--- config.mk ---
export PLATFORM = sky130hd
export DESIGN_NAME = array_extremum_finder
export DESIGN_NICKNAME = d
export VERILOG_FILES = /design/src/rtl/extremum_pkg.sv /design/src/rtl/extremum_compare.sv /design/src/rtl/array_extremum_finder.sv
export SDC_FILE = /design/constraint.sdc
export NUM_CORES = 1
export LEC_CHECK = 0
export CORE_MARGIN = 4
export CORE_UTILIZATION = 30
export CTS_BUF_LIST = sky130_fd_sc_hd__clkbuf_8
export CTS_CLUSTER_SIZE = 12
export DETAILED_ROUTE_END_ITERATION = 10
export DONT_BUFFER_PORTS = 1
export PLACE_DENSITY_LB_ADDON = 0.3
export SYNTH_ARGS = -nofsm -noshare
export SYNTH_HDL_FRONTEND = slang
export SYNTH_HIERARCHICAL = 1
export SYNTH_SLANG_ARGS = --single-unit
--- constraint.sdc ---
create_clock -name clk -period 4.6 [get_ports clk]
set_clock_uncertainty 0.2 [all_clocks]
set_input_delay 0 -clock clk [delete_from_list [all_inputs] [get_ports clk]]
set_output_delay 0 -clock clk [all_outputs]
set_load 0.01 [all_outputs]
--- src/rtl/extremum_pkg.sv ---
// Shared types and constants for the array extremum finder.
package extremum_pkg;

  typedef enum logic [1:0] {
    IDLE = 2'd0,
    SCAN = 2'd1,
    DONE = 2'd2
  } state_e;

  localparam logic MODE_MAX = 1'b0;
  localparam logic MODE_MIN = 1'b1;

endpackage

--- src/rtl/extremum_compare.sv ---
// Combinational element comparator: decides whether the candidate replaces
// the current best, for max/min search, signed/unsigned data and either
// tie-breaking policy.
module extremum_compare
  import extremum_pkg::*;
#(
  parameter int W = 8
) (
  input  logic [W-1:0] candidate,
  input  logic [W-1:0] best,
  input  logic         mode,
  input  logic         is_signed,
  input  logic         tie_last,
  output logic         take_candidate
);

  logic cand_gt;
  logic cand_lt;
  logic cand_eq;

  // One magnitude comparator; min mode just looks at the opposite direction.
  always_comb begin
    if (is_signed) begin
      cand_gt = $signed(candidate) > $signed(best);
      cand_lt = $signed(candidate) < $signed(best);
    end else begin
      cand_gt = candidate > best;
      cand_lt = candidate < best;
    end
    cand_eq = (candidate == best);
    if (mode == MODE_MIN) begin
      take_candidate = cand_lt | (cand_eq & tie_last);
    end else begin
      take_candidate = cand_gt | (cand_eq & tie_last);
    end
  end

endmodule

--- src/rtl/array_extremum_finder.sv ---
// Scans a snapshot of N W-bit elements, one element per clock, and reports
// the index and value of the maximum or minimum element.
//
// state | meaning
// IDLE  | out of reset, waiting for the first start
// SCAN  | comparing element[cnt] against the running best
// DONE  | result valid on ext_index/ext_value, next start accepted
module array_extremum_finder
  import extremum_pkg::*;
#(
  parameter  int N    = 8,
  parameter  int W    = 8,
  localparam int IDXW = (N > 1) ? $clog2(N) : 1
) (
  input  logic              clk,
  input  logic              reset,
  input  logic              start,
  input  logic              mode,
  input  logic              is_signed,
  input  logic              tie_last,
  input  logic [N*W-1:0]    input_array,
  output logic              busy,
  output logic              completed,
  output logic [IDXW-1:0]   ext_index,
  output logic [W-1:0]      ext_value
);

  state_e            state_q, state_d;
  logic [N*W-1:0]    snap_q, snap_d;
  logic              mode_q, mode_d;
  logic              signed_q, signed_d;
  logic              tie_q, tie_d;
  logic [IDXW-1:0]   cnt_q, cnt_d;
  logic [W-1:0]      best_val_q, best_val_d;
  logic [IDXW-1:0]   best_idx_q, best_idx_d;
  logic [IDXW-1:0]   ext_index_q, ext_index_d;
  logic [W-1:0]      ext_value_q, ext_value_d;
  logic              completed_q, completed_d;

  logic              accept;
  logic              last_elem;
  logic              take;
  logic [W-1:0]      elems [N];
  logic [W-1:0]      candidate;

  assign accept    = start && (state_q != SCAN);
  assign last_elem = (cnt_q == IDXW'(N - 1));

  // Unpack the snapshot into addressable elements.
  always_comb begin
    for (int i = 0; i < N; i++) begin
      elems[i] = snap_q[i*W +: W];
    end
  end

  // A single-element array has no scan phase, so the counter never selects.
  generate
    if (N == 1) begin : g_single
      // Only element 0 exists.
      always_comb candidate = elems[0];
    end else begin : g_multi
      // Element under inspection this cycle.
      always_comb candidate = elems[cnt_q];
    end
  endgenerate

  extremum_compare #(.W(W)) u_compare (
    .candidate      (candidate),
    .best           (best_val_q),
    .mode           (mode_q),
    .is_signed      (signed_q),
    .tie_last       (tie_q),
    .take_candidate (take)
  );

  // FSM state register.
  always_ff @(posedge clk or negedge reset) begin
    if (!reset) begin
      state_q <= IDLE;
    end else begin
      state_q <= state_d;
    end
  end

  // FSM next-state logic; start is ignored while scanning.
  always_comb begin
    state_d = state_q;
    case (state_q)
      IDLE, DONE: begin
        if (start) begin
          state_d = (N == 1) ? DONE : SCAN;
        end
      end
      SCAN: begin
        if (last_elem) begin
          state_d = DONE;
        end
      end
      default: state_d = IDLE;
    endcase
  end

  // FSM outputs: busy comes only from the registered state.
  always_comb begin
    busy = (state_q == SCAN);
  end

  // Datapath next values: snapshot on accept, fold one element per SCAN cycle.
  always_comb begin
    snap_d      = snap_q;
    mode_d      = mode_q;
    signed_d    = signed_q;
    tie_d       = tie_q;
    cnt_d       = cnt_q;
    best_val_d  = best_val_q;
    best_idx_d  = best_idx_q;
    ext_index_d = ext_index_q;
    ext_value_d = ext_value_q;
    completed_d = completed_q;
    if (accept) begin
      snap_d      = input_array;
      mode_d      = mode;
      signed_d    = is_signed;
      tie_d       = tie_last;
      best_val_d  = input_array[W-1:0];
      best_idx_d  = '0;
      cnt_d       = IDXW'(1);
      completed_d = 1'b0;
      if (N == 1) begin
        completed_d = 1'b1;
        ext_index_d = '0;
        ext_value_d = input_array[W-1:0];
      end
    end else if (state_q == SCAN) begin
      if (take) begin
        best_val_d = candidate;
        best_idx_d = cnt_q;
      end
      cnt_d = cnt_q + IDXW'(1);
      if (last_elem) begin
        completed_d = 1'b1;
        ext_index_d = take ? cnt_q : best_idx_q;
        ext_value_d = take ? candidate : best_val_q;
      end
    end
  end

  // Datapath and result registers.
  always_ff @(posedge clk or negedge reset) begin
    if (!reset) begin
      snap_q      <= '0;
      mode_q      <= 1'b0;
      signed_q    <= 1'b0;
      tie_q       <= 1'b0;
      cnt_q       <= '0;
      best_val_q  <= '0;
      best_idx_q  <= '0;
      ext_index_q <= '0;
      ext_value_q <= '0;
      completed_q <= 1'b0;
    end else begin
      snap_q      <= snap_d;
      mode_q      <= mode_d;
      signed_q    <= signed_d;
      tie_q       <= tie_d;
      cnt_q       <= cnt_d;
      best_val_q  <= best_val_d;
      best_idx_q  <= best_idx_d;
      ext_index_q <= ext_index_d;
      ext_value_q <= ext_value_d;
      completed_q <= completed_d;
    end
  end

  assign completed = completed_q;
  assign ext_index = ext_index_q;
  assign ext_value = ext_value_q;

endmodule
Yosys cells after proc, flatten, opt, wreduce, memory -nomap -nowiden
Cells that the tools add are included.
- bits in registers: 95
- input bits: 70
- output and inout port bits: 13
- logic and storage cells: 57
- add/sub/neg operators: 1
- $lt $le $gt $ge: 5
- eq/ne operators: 7
- muxes and demuxes: 20
- bitwise gates (word level): 5
- reductions and logical operators: 8
- operators by type and width (cell ; number):
    two-way mux 8 bit ; 5
    binary-select mux 8 bit (select 3 bit) ; 1
    greater-than comparator 8 bit ; 2
    < comparator 8 bit ; 2
    two-way mux 3 bit ; 5
    equality test 8 bit ; 1
    two-way mux 1 bit ; 6
    >= comparator 4 bit, second input constant ; 1
    two-way mux 2 bit ; 2
    != test 2 x 1 -> 1 bit, second input constant ; 2
    inverter 3 -> 4 bit ; 1
    one-hot mux 2 bit (2 select lines) ; 1
    AND reduction 2 bit ; 2
    nonzero test 2 bit ; 2
    adder 3 x 1 -> 3 bit, second input constant ; 1
    equality test 3 bit, second input constant ; 1
    AND reduction 3 bit ; 1
    equality test 2 x 1 -> 1 bit, second input constant ; 1
    equality test 2 bit, second input constant ; 1
    zero test 2 bit ; 1
    != test 2 bit, second input constant ; 1
    bitwise OR 1 bit ; 2
    OR reduction 2 bit ; 1
    bitwise AND 1 bit ; 1
    other kinds (2) ; 2

Logic depth before layout (Yosys ltp)
Gate-level depths: netlist of the first run.
- depth in word-level cells: 11
- gate-level depth with buffers: 18
- depth with buffers taken out: 15

By module
Netlist of the first run, hierarchy kept.
- by module, submodules not included (module ; times used ; cells each ; area an instance (um^2) ; sequential area each (um^2)):
    array_extremum_finder ; 1 ; 331 ; 4404.2 ; 2377.3
    extremum_compare ; 1 ; 34 ; 246.5 ; 0.0

Worst setup path before layout of the first run
No wires, ideal clock.
- kind: reg-to-reg
- start: register cnt_q[0]
- end: register best_idx_q[0]
- library setup time: 67 ps
- arrival time: 3080 ps
- data required time: 4333 ps
- path slack: 1253 ps
- cell stages (with the launch flop): 16
- path buffers: 3
- period minus slack after synthesis: 3347 ps
- cells stage by stage: dfrtp_1 buf_6 buf_12 mux2_2 o221ai_2 inv_1 ha_1 nor2b_4 o211ai_2 a21oi_1 a211o_1 a311o_1 nand2b_1 clkbuf_2 o21ai_0 a22o_1
- longest elaborated chain between the ends: 11
- elaborated cells on any way between the ends: 18
- those cells by class: order compare (4); eq/ne (1); mux (9); bitwise (4)
- ends and longest elaborated chain (what ; line ; text):
    start, declared ; array_extremum_finder.sv:33 ; logic [IDXW-1:0] cnt_q, cnt_d;
    start signal, assigned ; array_extremum_finder.sv:166 ; cnt_q <= cnt_d;
    inverter 3 -> 4 bit (not written as such) * ; array_extremum_finder.sv:63 ; always_comb candidate = elems[cnt_q];
    binary-select mux 8 bit (select 3 bit) * ; array_extremum_finder.sv:63 ;
    two-way mux 8 bit (not written as such) * (2 in series) ; array_extremum_finder.sv:63 ;
    named net candidate[1] ; array_extremum_finder.sv:44 ; logic [W-1:0] candidate;
    greater-than comparator 8 bit, or another cell as far along ; extremum_compare.sv:27 ; cand_gt = candidate > best;
    two-way mux 1 bit / bitwise AND 1 bit (equally long branches) ; extremum_compare.sv:23, extremum_compare.sv:32, extremum_compare.sv:34 ;
    bitwise OR 1 bit (on tied branches) ; extremum_compare.sv:34, extremum_compare.sv:32 ;
    two-way mux 1 bit * ; extremum_compare.sv:31 ; if (mode == MODE_MIN) begin
    named net take ; array_extremum_finder.sv:42 ; logic take;
    two-way mux 3 bit * ; array_extremum_finder.sv:135 ; if (take) begin
    two-way mux 3 bit * ; array_extremum_finder.sv:134 ; end else if (state_q == SCAN) begin
    two-way mux 3 bit * ; array_extremum_finder.sv:120 ; if (accept) begin
    end signal, assigned ; array_extremum_finder.sv:168 ; best_idx_q <= best_idx_d;
    end, declared ; array_extremum_finder.sv:35 ; logic [IDXW-1:0] best_idx_q, best_idx_d;
The timed path passes the listed nets; every way through them passes the cells marked *. The select of a mux whose other input is x is not followed.
A chain may end at the register's enable or synchronous reset.

Worst setup path in the final report of the first run
- start: register cnt_q[0]
- end: register ext_value_q[6] (netlist: ext_value[6])
- longest elaborated chain between the ends: 9
- elaborated cells on any way between the ends: 18
- those cells by class: order compare (4); eq/ne (2); mux (7); bitwise (4); reduce/logical (1)
- ends and longest elaborated chain (what ; line ; text):
    inverter 3 -> 4 bit (not written as such) * ; array_extremum_finder.sv:63 ;
    binary-select mux 8 bit (select 3 bit) * ; array_extremum_finder.sv:63 ;
    two-way mux 8 bit (not written as such) * (2 in series) ; array_extremum_finder.sv:63 ;
    named net candidate[1] ; array_extremum_finder.sv:44 ;
    greater-than comparator 8 bit, or another cell as far along ; extremum_compare.sv:27 ;
    two-way mux 1 bit / bitwise AND 1 bit (equally long branches) ; extremum_compare.sv:23, extremum_compare.sv:32, extremum_compare.sv:34 ;
    bitwise OR 1 bit (on tied branches) ; extremum_compare.sv:34, extremum_compare.sv:32 ;
    two-way mux 1 bit * ; extremum_compare.sv:31 ;
    named net take ; array_extremum_finder.sv:42 ;
    two-way mux 8 bit * ; -- ;
    end signal, assigned ; array_extremum_finder.sv:170 ; ext_value_q <= ext_value_d;
    end, declared ; array_extremum_finder.sv:37 ; logic [W-1:0] ext_value_q, ext_value_d;
Marks and branches as above.

==> results of run 1 <==
layout make-up:
type,instances,area (um^2)
clock buffers,10,138
well taps,188,235
fillers,1495,9470
repair buffers,77,771
flip-flops and latches,95,2380
clock inverters,6,90.1
multi-input cells,228,2040
inverters,20,75.1
worst max-delay path by stage:
stage / endpoint / startpoint / depth (start not counted)
after floorplan: best_idx_q[0] / cnt_q[0] / 15
after global routing: ext_value[6] / cnt_q[0] / 14
final: ext_value[6] / cnt_q[0] / 15
after detailed placement: ext_value[6] / cnt_q[0] / 14
after global placement: ext_value[5] / cnt_q[0] / 14
after CTS: ext_value[6] / cnt_q[0] / 14
synth_stat cells (4+ instances only):
cell type,n,area [um^2]
nand2_1,21,78.8
o22ai_1,8,50.1
mux2i_1,22,220
o211ai_2,4,50.1
dfrtp_1,95,2380
clkbuf_1,4,15.0
a22oi_1,7,52.6
nor2_1,4,15.0
nand3_1,4,20.0
inv_1,19,71.3
ha_1,10,125
a21oi_1,14,70.1
buf_4,5,37.5
mux2_2,86,968
o21ai_0,8,40.0
nand2b_1,10,62.6
o221ai_1,10,87.6
buf_2,7,35.0
power breakdown:
part / switching, mW / internal, mW / total (mW)
Combinational: 1.11 / 1.10 / 2.21
Clock: 0.303 / 0.324 / 0.626
Sequential: 0.306 / 1.26 / 1.56
Total: 1.72 / 2.68 / 4.40
metal layers:
layer / GRT usage [%] / share of wire (%) / vias up / wire length (um)
met3: 3.00 / 3.7 / 11 / 424
met2: 21.9 / 50 / 60 / 5700
li1: - / - / 1445 / -
met4: 4.50 / 1.5 / 0 / 169
met5: 0 / 0 / - / 0
met1: 16.6 / 45 / 1534 / 5090
per-stage QoR:
stage               utilization [%]  setup slack, ns  hold WS [ns]
floorplan                         -             1.25        -0.496
global placement               31.5            0.529        -0.490
detailed placement             31.5            0.454        -0.490
CTS                            37.7            0.378        0.0227
global route                   37.7           0.0948        0.0687
finish                         37.7            0.409      -0.00428
sequential cells by signal, indices dropped and copies added, names as in the netlist:
signal	cells
cnt_q	3
state_q	2
completed	1
signed_q	1
mode_q	1
ext_value	8
ext_index	3
best_idx_q	3
tie_q	1
snap_q	64
best_val_q	8
kinds of logic (layout without fill, tap and decap cells):
| kind of cell | Yosys count | in the layout | share of synthesized area, % |
|---|---|---|---|
| flip-flops | 95 | 95 | 51.1 |
| multiplexers | 109 | 109 | 25.9 |
| AND/OR/NAND/NOR | 47 | 47 | 5.06 |
| AO/OA/AOI/OAI | 62 | 62 | 10.2 |
| adder cells (fa/ha/maj) | 10 | 10 | 2.69 |
| buffers and inverters | 42 | 113 | 5.03 |
==> metrics.csv, run 1 <==
stage,metric,value,unit
floorplan,std_cell_rows,45,
worst_setup_path,critPathKind,register to register,
hold_path,min_path_type,input port to asynchronous set/reset pin,
timing,finalMaxSlewViolations,0,
global_routing,grt_max_degree,96,
detailed_routing,drtIter0Drc,158,
clock_tree,clkTransAtPathRegs,0.10,ns
timing,whs,-0.00428,ns
clock_tree,clock-sinks,95,
clock_tree,cts_tree,built,
worst_setup_path,start_kind,register,
detailed_routing,ant_nets,0,
worst_setup_path,reg2reg_to,ext_value[6],
placement,dpl.cell_count,538,
clock_tree,clock_latency,0.38,ns
clock_tree,cts_resized,0,
clock_tree,cts_hold_buf,70,
power_and_ir_drop,p_total,4.40,mW
global_routing,grt_pass1_wl,17.8,mm
global_routing,grt.overflow.total,0,
cells_and_area,antenna_cells,0,
logic_synthesis,synth_cell_types,37,
clock_tree,cts-buffers-inserted,9,
worst_setup_path,r2r-start,cnt_q[0],
logic_synthesis,synth_area,4650,um^2
floorplan,start_util,30.6,%
logic_synthesis,syn_area_per_cell,12.7,um^2
clock_tree,ctsLongestPathBuffers,2,
clock_tree,cts_setup_buffers,0,
worst_setup_path,critPathTopFamily,compound AO/OA/AOI/OAI gates,
clock_tree,ctsHtreeMaxLevel,3,
timing,finalHoldViolCount,3,
detailed_routing,num_vias,3050,
logic_synthesis,synth_nets,445,
detailed_routing,drt_wl_total,11.4,mm
timing,finalSetupViolations,0,
cells_and_area,finalNonFillerCells,624,
global_routing,grt_pass1_vias,3231,
placement,place_area,4780,um^2
cells_and_area,fin_nets,511,
power_and_ir_drop,static-leakage-power,2.50,nW
power_and_ir_drop,peakVddDrop,294,uV
detailed_routing,drt_pass1_iterations,4,
logic_synthesis,ys_seq_elements,95,
detailed_routing,viasPerCell,4.89,
clock_tree,ctsRootBufferMaster,clkbuf_8,
timing,max_freq,0.239,GHz
cells_and_area,final_area,5730,um^2
timing,min_period_over_period,91.1,%
floorplan,io-pin-count,83,
timing,rsz0062_at_grt,no,
logic_synthesis,synthCells,365,
worst_setup_path,max_stage_delay,0.55,ns
worst_setup_path,crit_slowest_cell,dfrtp_2,
placement,gp_congestion,0.804,
global_routing,grt_use_total,13.0,%
power_and_ir_drop,power.density,768,nW/um^2
placement,dpl.hpwl,8.25,mm
worst_setup_path,r2r_cells,15,
run_status,status,"finished, violations left",
detailed_routing,avgRoutedWirePerCell,18.3,um
worst_setup_path,cp.arrival,4.25,ns
placement,portBuffers,0,
cells_and_area,layout_commonest_cell,dfrtp_1,
detailed_routing,post-route-drc-count,0,
timing,finalCriticalPeriod,4.19,ns
logic_synthesis,synth-seq-area-share,51.1,%
worst_setup_path,worst-path-buf-inv,2,
cells_and_area,drive_gt1_share,28.7,%
timing,tns,0,ns
cells_and_area,area_growth,23.2,%
worst_setup_path,critical_path.cell_chain,"buf_4, mux2i_1, a22oi_1, o221ai_2, inv_1, ha_1, nor2b_4, o211ai_2, a21oi_1, a211o_1, a21boi_1, a311o_1, and2_1, nand2_1, o221ai_1",
run_status,violations,hold timing,
worst_setup_path,cp_data_required_time,4.66,ns
timing,worst_slew_pin_slew,0.888,ns
logic_synthesis,synthArstFlopShare,100,%
cells_and_area,final_cell_mix,"94 x dfrtp_1, 86 x mux2_2, 69 x dlygate4sd3_1",
timing,relSlewSlack,40.6,%
worst_setup_path,path_max_fanout,19,
logic_synthesis,yosysWarnings,6,
floorplan,die_h,133,um
logic_synthesis,synth_flop_cell,dfrtp_1,
worst_setup_path,r2r_slack,0.41,ns
flow_run,maxCapViolations,0,
global_routing,antenna_found_initial,0,
floorplan,die_w,133,um
logic_synthesis,synth_edf_count,0,
floorplan,dieArea,17600,um^2
floorplan,core_area,15200,um^2
worst_setup_path,cp-end-kind,register,
Note: power is estimated with default switching activity, not from simulation.
==> run 2, diff against run 1 <==
Settings changed: CORE_ASPECT_RATIO from default to 1.25.
==> run 2 against run 1 <==
Net effect: the flow still finishes with violations (hold timing); clock power decreased by 7.7%; combinational power about the same; sequential cell count unchanged; global-route usage increased by 0.13 points; highest routed layer unchanged; largest power group unchanged; critical path depth unchanged; die area about the same.
==> metrics.csv, run 2 (synthesized netlist as in run 1, its figures left out) <==
stage,metric,value,unit
run_status,status,"finished, violations left",
run_status,violations,hold timing,
power_and_ir_drop,switchingPower,1.76,mW
worst_setup_path,path_max_fanout,21,
timing,min_period_over_period,90.8,%
worst_setup_path,critPathKind,register to register,
timing,rsz0062_at_grt,no,
clock_tree,cts-buffers-inserted,9,
cells_and_area,final_cell_mix,"94 x dfrtp_1, 86 x mux2_2, 69 x dlygate4sd3_1",
power_and_ir_drop,p_int,2.61,mW
worst_setup_path,max_stage_delay,0.76,ns
floorplan,dieArea,17600,um^2
power_and_ir_drop,power.share.clock,13.2,%
clock_tree,ctsLongestPathBuffers,2,
detailed_routing,avgRoutedWirePerCell,17.9,um
timing,worst_slew_pin_slew,0.701,ns
detailed_routing,post-route-drc-count,0,
clock_tree,ctsHtreeMaxLevel,3,
clock_tree,clock_latency,0.37,ns
worst_setup_path,critPathTopFamily,compound AO/OA/AOI/OAI gates,
placement,dpl.hpwl,8.22,mm
timing,relSlewSlack,53.1,%
detailed_routing,ant_nets,0,
placement,gp_congestion,0.855,
detailed_routing,drt_wl_total,11.5,mm
timing,finalSetupViolations,0,
worst_setup_path,critical_path.cell_chain,"buf_12, mux2i_1, a22oi_1, o221ai_2, inv_1, ha_1, nor2b_4, o211ai_2, a21oi_1, a211o_1, a21boi_1, a311o_1, nand2b_1, o21ai_0, a22o_1",
power_and_ir_drop,power.density,764,nW/um^2
power_and_ir_drop,peakVddDrop,254,uV
power_and_ir_drop,swShare,40.3,%
floorplan,start_util,30.8,%
detailed_routing,drtIter0Drc,144,
cells_and_area,area_growth,23.0,%
floorplan,std_cell_rows,50,
cells_and_area,antenna_cells,0,
detailed_routing,viasPerCell,4.76,
floorplan,io-pin-count,83,
clock_tree,clkTransAtPathRegs,0.10,ns
flow_run,maxCapViolations,0,
worst_setup_path,cp_data_required_time,4.67,ns
worst_setup_path,worst-path-buf-inv,2,
power_and_ir_drop,static-leakage-power,2.48,nW
cells_and_area,post-route-util,37.9,%
placement,pre_cts_ws,0.473,ns
floorplan,core_area,15100,um^2
cells_and_area,multi_input_area,2040,um^2
timing,finalHoldViolCount,1,
detailed_routing,num_vias,3050,
global_routing,grt_use_total,13.2,%
timing,finalMaxSlewViolations,0,
placement,portBuffers,0,
cells_and_area,fill_cells,1482,
worst_setup_path,start_kind,register,
cells_and_area,drive_gt1_share,27.9,%
floorplan,die_h,147,um
timing,tns,0,ns
global_routing,grt_pass1_vias,3281,
clock_tree,cts_setup_buffers,0,
global_routing,grt.overflow.total,0,
timing,whs,-0.00461,ns
cells_and_area,fin_nets,508,
worst_setup_path,path_depth,15,
clock_tree,ctsRootBufferMaster,clkbuf_8,
timing,finalCriticalPeriod,4.18,ns
worst_setup_path,cp-end-kind,register,
cells_and_area,layout_commonest_cell,dfrtp_1,
clock_tree,clock-sinks,95,
placement,place_area,4800,um^2
worst_setup_path,cp.arrival,4.24,ns
cells_and_area,seq_area,2380,um^2
timing,max_freq,0.239,GHz
clock_tree,cts_tree,built,
power_and_ir_drop,power_frac_comb,50.3,%
timing,final.setup.worst_slack,0.422,ns
power_and_ir_drop,power_frac_seq,36.4,%
worst_setup_path,crit_slowest_cell,dfrtp_2,
cells_and_area,largest_reg_flops,64,
worst_setup_path,r2r_cells,15,
floorplan,die_w,119,um
global_routing,grt_max_degree,96,
cells_and_area,top_register,snap_q,
cells_and_area,final_area,5720,um^2
detailed_routing,drt_pass1_iterations,4,
hold_path,min_path_type,input port to asynchronous set/reset pin,
global_routing,antenna_found_initial,0,
global_routing,grt_pass1_wl,18.1,mm
==> run 2: cell types whose count changed in the layout (fill, tap and decap cells not counted) <==
| cell | previous run | this run |
|---|---|---|
| clkbuf_8 | 10 | 9 |
| inv_1 | 19 | 20 |
| inv_8 | 0 | 1 |
| buf_4 | 7 | 3 |
| bufinv_16 | 2 | 1 |
| buf_12 | 0 | 1 |
| clkinv_4 | 0 | 1 |
| clkinv_2 | 1 | 0 |
==> run 2: through the flow <==
step           total power, mW  cells  hold WS [ns]
2_1_floorplan             3.25    365        -0.496
3_3_place_gp              3.69    555        -0.493
3_5_place_dp              3.75    555        -0.492
4_1_cts                   4.41    641        0.0142
5_1_grt                   4.70    641        0.0578
6_report                  4.37    641      -0.00461
==> run 2: power by group through the flow <==
stage / logic (mW) / registers, mW / clock network, mW
CTS: 2.22 / 1.60 / 0.589
detailed placement: 2.14 / 1.62 / 0
finish: 2.20 / 1.59 / 0.578
floorplan: 1.80 / 1.45 / 0
global placement: 2.08 / 1.61 / 0
global route: 2.43 / 1.65 / 0.628
==> run 2: routing by layer <==
layer	global-route usage, %	up-vias	wire length [um]
met3	3.27	18	462
met5	0	-	0
met1	15.7	1517	4930
li1	-	1443	-
met4	5.39	0	307
met2	22.7	72	5780
==> run 2: what timing repair did <==
| item | 4_1_cts | 5_1_grt |
|---|---|---|
| endpoints found under the hold margin | 179 | 0 |
| hold buffers | 70 | 0 |
| gates resized for setup | 0 | 0 |
| endpoints found under the setup margin | 0 | 0 |
==> run 2: area by class of cell <==
cell class | count | share of cell area [%]
sequential | 95 | 41.6
multi-input combinational | 228 | 35.7
tap | 208 | 4.55
clock inverter | 7 | 1.38
clock buffer | 9 | 2.17
inverter | 20 | 1.31
timing repair buffer | 74 | 13.3
==> run 2: path summary, 6_finish.rpt <==
check	to	slack, ns	start
worst max-delay path	best_idx_q[2]	0.42	cnt_q[0]
worst min-delay path	snap_q[23]	-0.005	reset
worst max register to register	best_idx_q[2]	0.42	cnt_q[0]
worst min register to register	snap_q[6]	0.31	snap_q[6]
max in group asynchronous	ext_index[1]	3.80	reset
min in group clk	snap_q[43]	0.10	input_array[43]
==> run 3, diff against run 2 <==
Clock period 4.6 ns to 5.1 ns, I/O delays scaled along.
==> run 3 against run 2 <==
Net effect: the run now ends clean; cell count rose by 0.47%; utilization rose by 0.23 points; global-route usage is 0.50 points higher; clock-buffer cell count is the same; setup slack gained 0.29 ns; sequential power shrank 10%; via count grew 1.8%; total power fell by 9.5%; largest cell class unchanged.
==> metrics.csv, run 3 (synthesized netlist as in run 1, its figures left out) <==
stage,metric,value,unit
detailed_routing,num_vias,3106,
power_and_ir_drop,power.density,687,nW/um^2
global_routing,grt_pass1_wl,18.6,mm
timing,rsz0062_at_grt,no,
placement,dpl.cell_count,556,
worst_setup_path,cp_data_required_time,5.17,ns
timing,max_freq,0.228,GHz
cells_and_area,largest_reg_flops,64,
placement,dpl.hpwl,8.19,mm
clock_tree,clock_latency,0.38,ns
flow_run,maxCapViolations,0,
global_routing,grt.overflow.total,0,
worst_setup_path,path_common_cell,a21oi_1,
clock_tree,cts_tree,built,
cells_and_area,layout_commonest_cell,dfrtp_1,
clock_tree,clock-sinks,95,
power_and_ir_drop,static-leakage-power,2.51,nW
cells_and_area,finalNonFillerCells,644,
detailed_routing,drt_pass1_iterations,6,
detailed_routing,drtIter0Drc,210,
cells_and_area,seq_area,2380,um^2
global_routing,grt_max_degree,62,
worst_setup_path,cp.arrival,4.46,ns
timing,finalHoldViolCount,0,
timing,min_period_over_period,86.1,%
placement,portBuffers,0,
cells_and_area,post-route-util,38.2,%
clock_tree,cts_resized,0,
worst_setup_path,critPathTopFamily,compound AO/OA/AOI/OAI gates,
timing,finalSetupViolations,0,
global_routing,met2_usage,23.0,%
cells_and_area,antenna_cells,0,
floorplan,dieArea,17600,um^2
clock_tree,ctsLongestPathBuffers,2,
cells_and_area,multi_input_area,2040,um^2
timing,finalMaxSlewViolations,0,
worst_setup_path,max_stage_delay,0.79,ns
timing,finalCriticalPeriod,4.39,ns
cells_and_area,fill_cells,1473,
placement,gp_congestion,0.793,
global_routing,met3_usage,2.46,%
clock_tree,cts-buffers-inserted,9,
global_routing,grt_use_total,13.7,%
global_routing,grt_pass1_vias,3373,
floorplan,io-pin-count,83,
global_routing,top_usage_layer,met2,
detailed_routing,avgRoutedWirePerCell,18.2,um
worst_setup_path,cp-end-kind,register,
clock_tree,ctsRootBufferMaster,clkbuf_8,
run_status,status,"complete, no violations",
detailed_routing,viasPerCell,4.82,
worst_setup_path,path_max_fanout,25,
power_and_ir_drop,peakVddDrop,224,uV
detailed_routing,drt_wl_total,11.7,mm
floorplan,start_util,30.8,%
worst_setup_path,critical_path.cell_chain,"buf_4, mux2i_1, a22oi_1, o211ai_2, inv_1, ha_1, a21oi_1, a21oi_1, a211o_1, a21boi_1, a311o_1, nand2b_1, o21ai_0, a22o_1",
timing,worst_slew_pin_slew,0.683,ns
detailed_routing,ant_nets,0,
clock_tree,cts_setup_buffers,0,
cells_and_area,fin_nets,511,
cells_and_area,top_register,snap_q,
cells_and_area,drive_gt1_share,27.8,%
cells_and_area,final_cell_mix,"94 x dfrtp_1, 86 x mux2_2, 70 x dlygate4sd3_1",
global_routing,antenna_found_initial,0,
floorplan,std_cell_rows,50,
cells_and_area,area_growth,23.7,%
clock_tree,clkTransAtPathRegs,0.10,ns
hold_path,min_path_type,input port to register,
power_and_ir_drop,p_total,3.95,mW
global_routing,grtUsageMet1,16.9,%
worst_setup_path,start_kind,register,
timing,relSlewSlack,54.4,%
worst_setup_path,worst-path-buf-inv,2,
floorplan,core_area,15100,um^2
worst_setup_path,crit_slowest_cell,dfrtp_2,
floorplan,die_w,119,um
worst_setup_path,critPathKind,register to register,
timing,tns,0,ns
detailed_routing,post-route-drc-count,0,
floorplan,die_h,147,um
clock_tree,ctsHtreeMaxLevel,3,
==> run 3: through the flow <==
stage               hold slack (ns)  cell area, um^2  worst slack, ns
finish                      0.00695             5750            0.710
global route                 0.0563             5750            0.347
CTS                          0.0146             5750            0.644
detailed placement           -0.493             4790            0.684
global placement             -0.493             4790            0.756
floorplan                    -0.496             4650             1.75
==> run 3: worst paths after layout <==
| check | startpoint | endpoint | slack (ns) | cells past startpoint |
|---|---|---|---|---|
| min in group asynchronous | reset | snap_q[4] | 0.48 | 3 |
| max in group asynchronous | reset | snap_q[36] | 3.74 | 4 |
| min | start | snap_q[8] | 0.007 | 2 |
| max | cnt_q[0] | best_idx_q[0] | 0.71 | 14 |
| min reg2reg | best_idx_q[0] | best_idx_q[0] | 0.31 | 1 |
| max reg2reg | cnt_q[0] | best_idx_q[0] | 0.71 | 14 |
==> run 3: cell type report <==
type | instances | share of cell area, %
multi-input combinational | 228 | 35.5
tap | 208 | 4.52
timing repair buffer | 77 | 13.7
clock inverter | 7 | 1.54
sequential | 95 | 41.3
inverter | 20 | 1.30
clock buffer | 9 | 2.15
==> run 3: layer usage <==
metal,share of wire (%),wire length (um),up-vias
li1,-,-,1453
met1,43,5020,1578
met2,52,6050,58
met3,3.7,438,17
met4,2.0,237,0
met5,0,0,-
==> run 3: repair_timing <==
action                     4_1_cts  5_1_grt
hold buffers                    72        0
setup endpoints to repair        0        0
hold endpoints to repair       179        0
==> run 3: power by group <==
part	switching [mW]	internal (mW)
Combinational	1.00	0.971
Clock	0.274	0.274
Sequential	0.299	1.13
Total	1.58	2.38
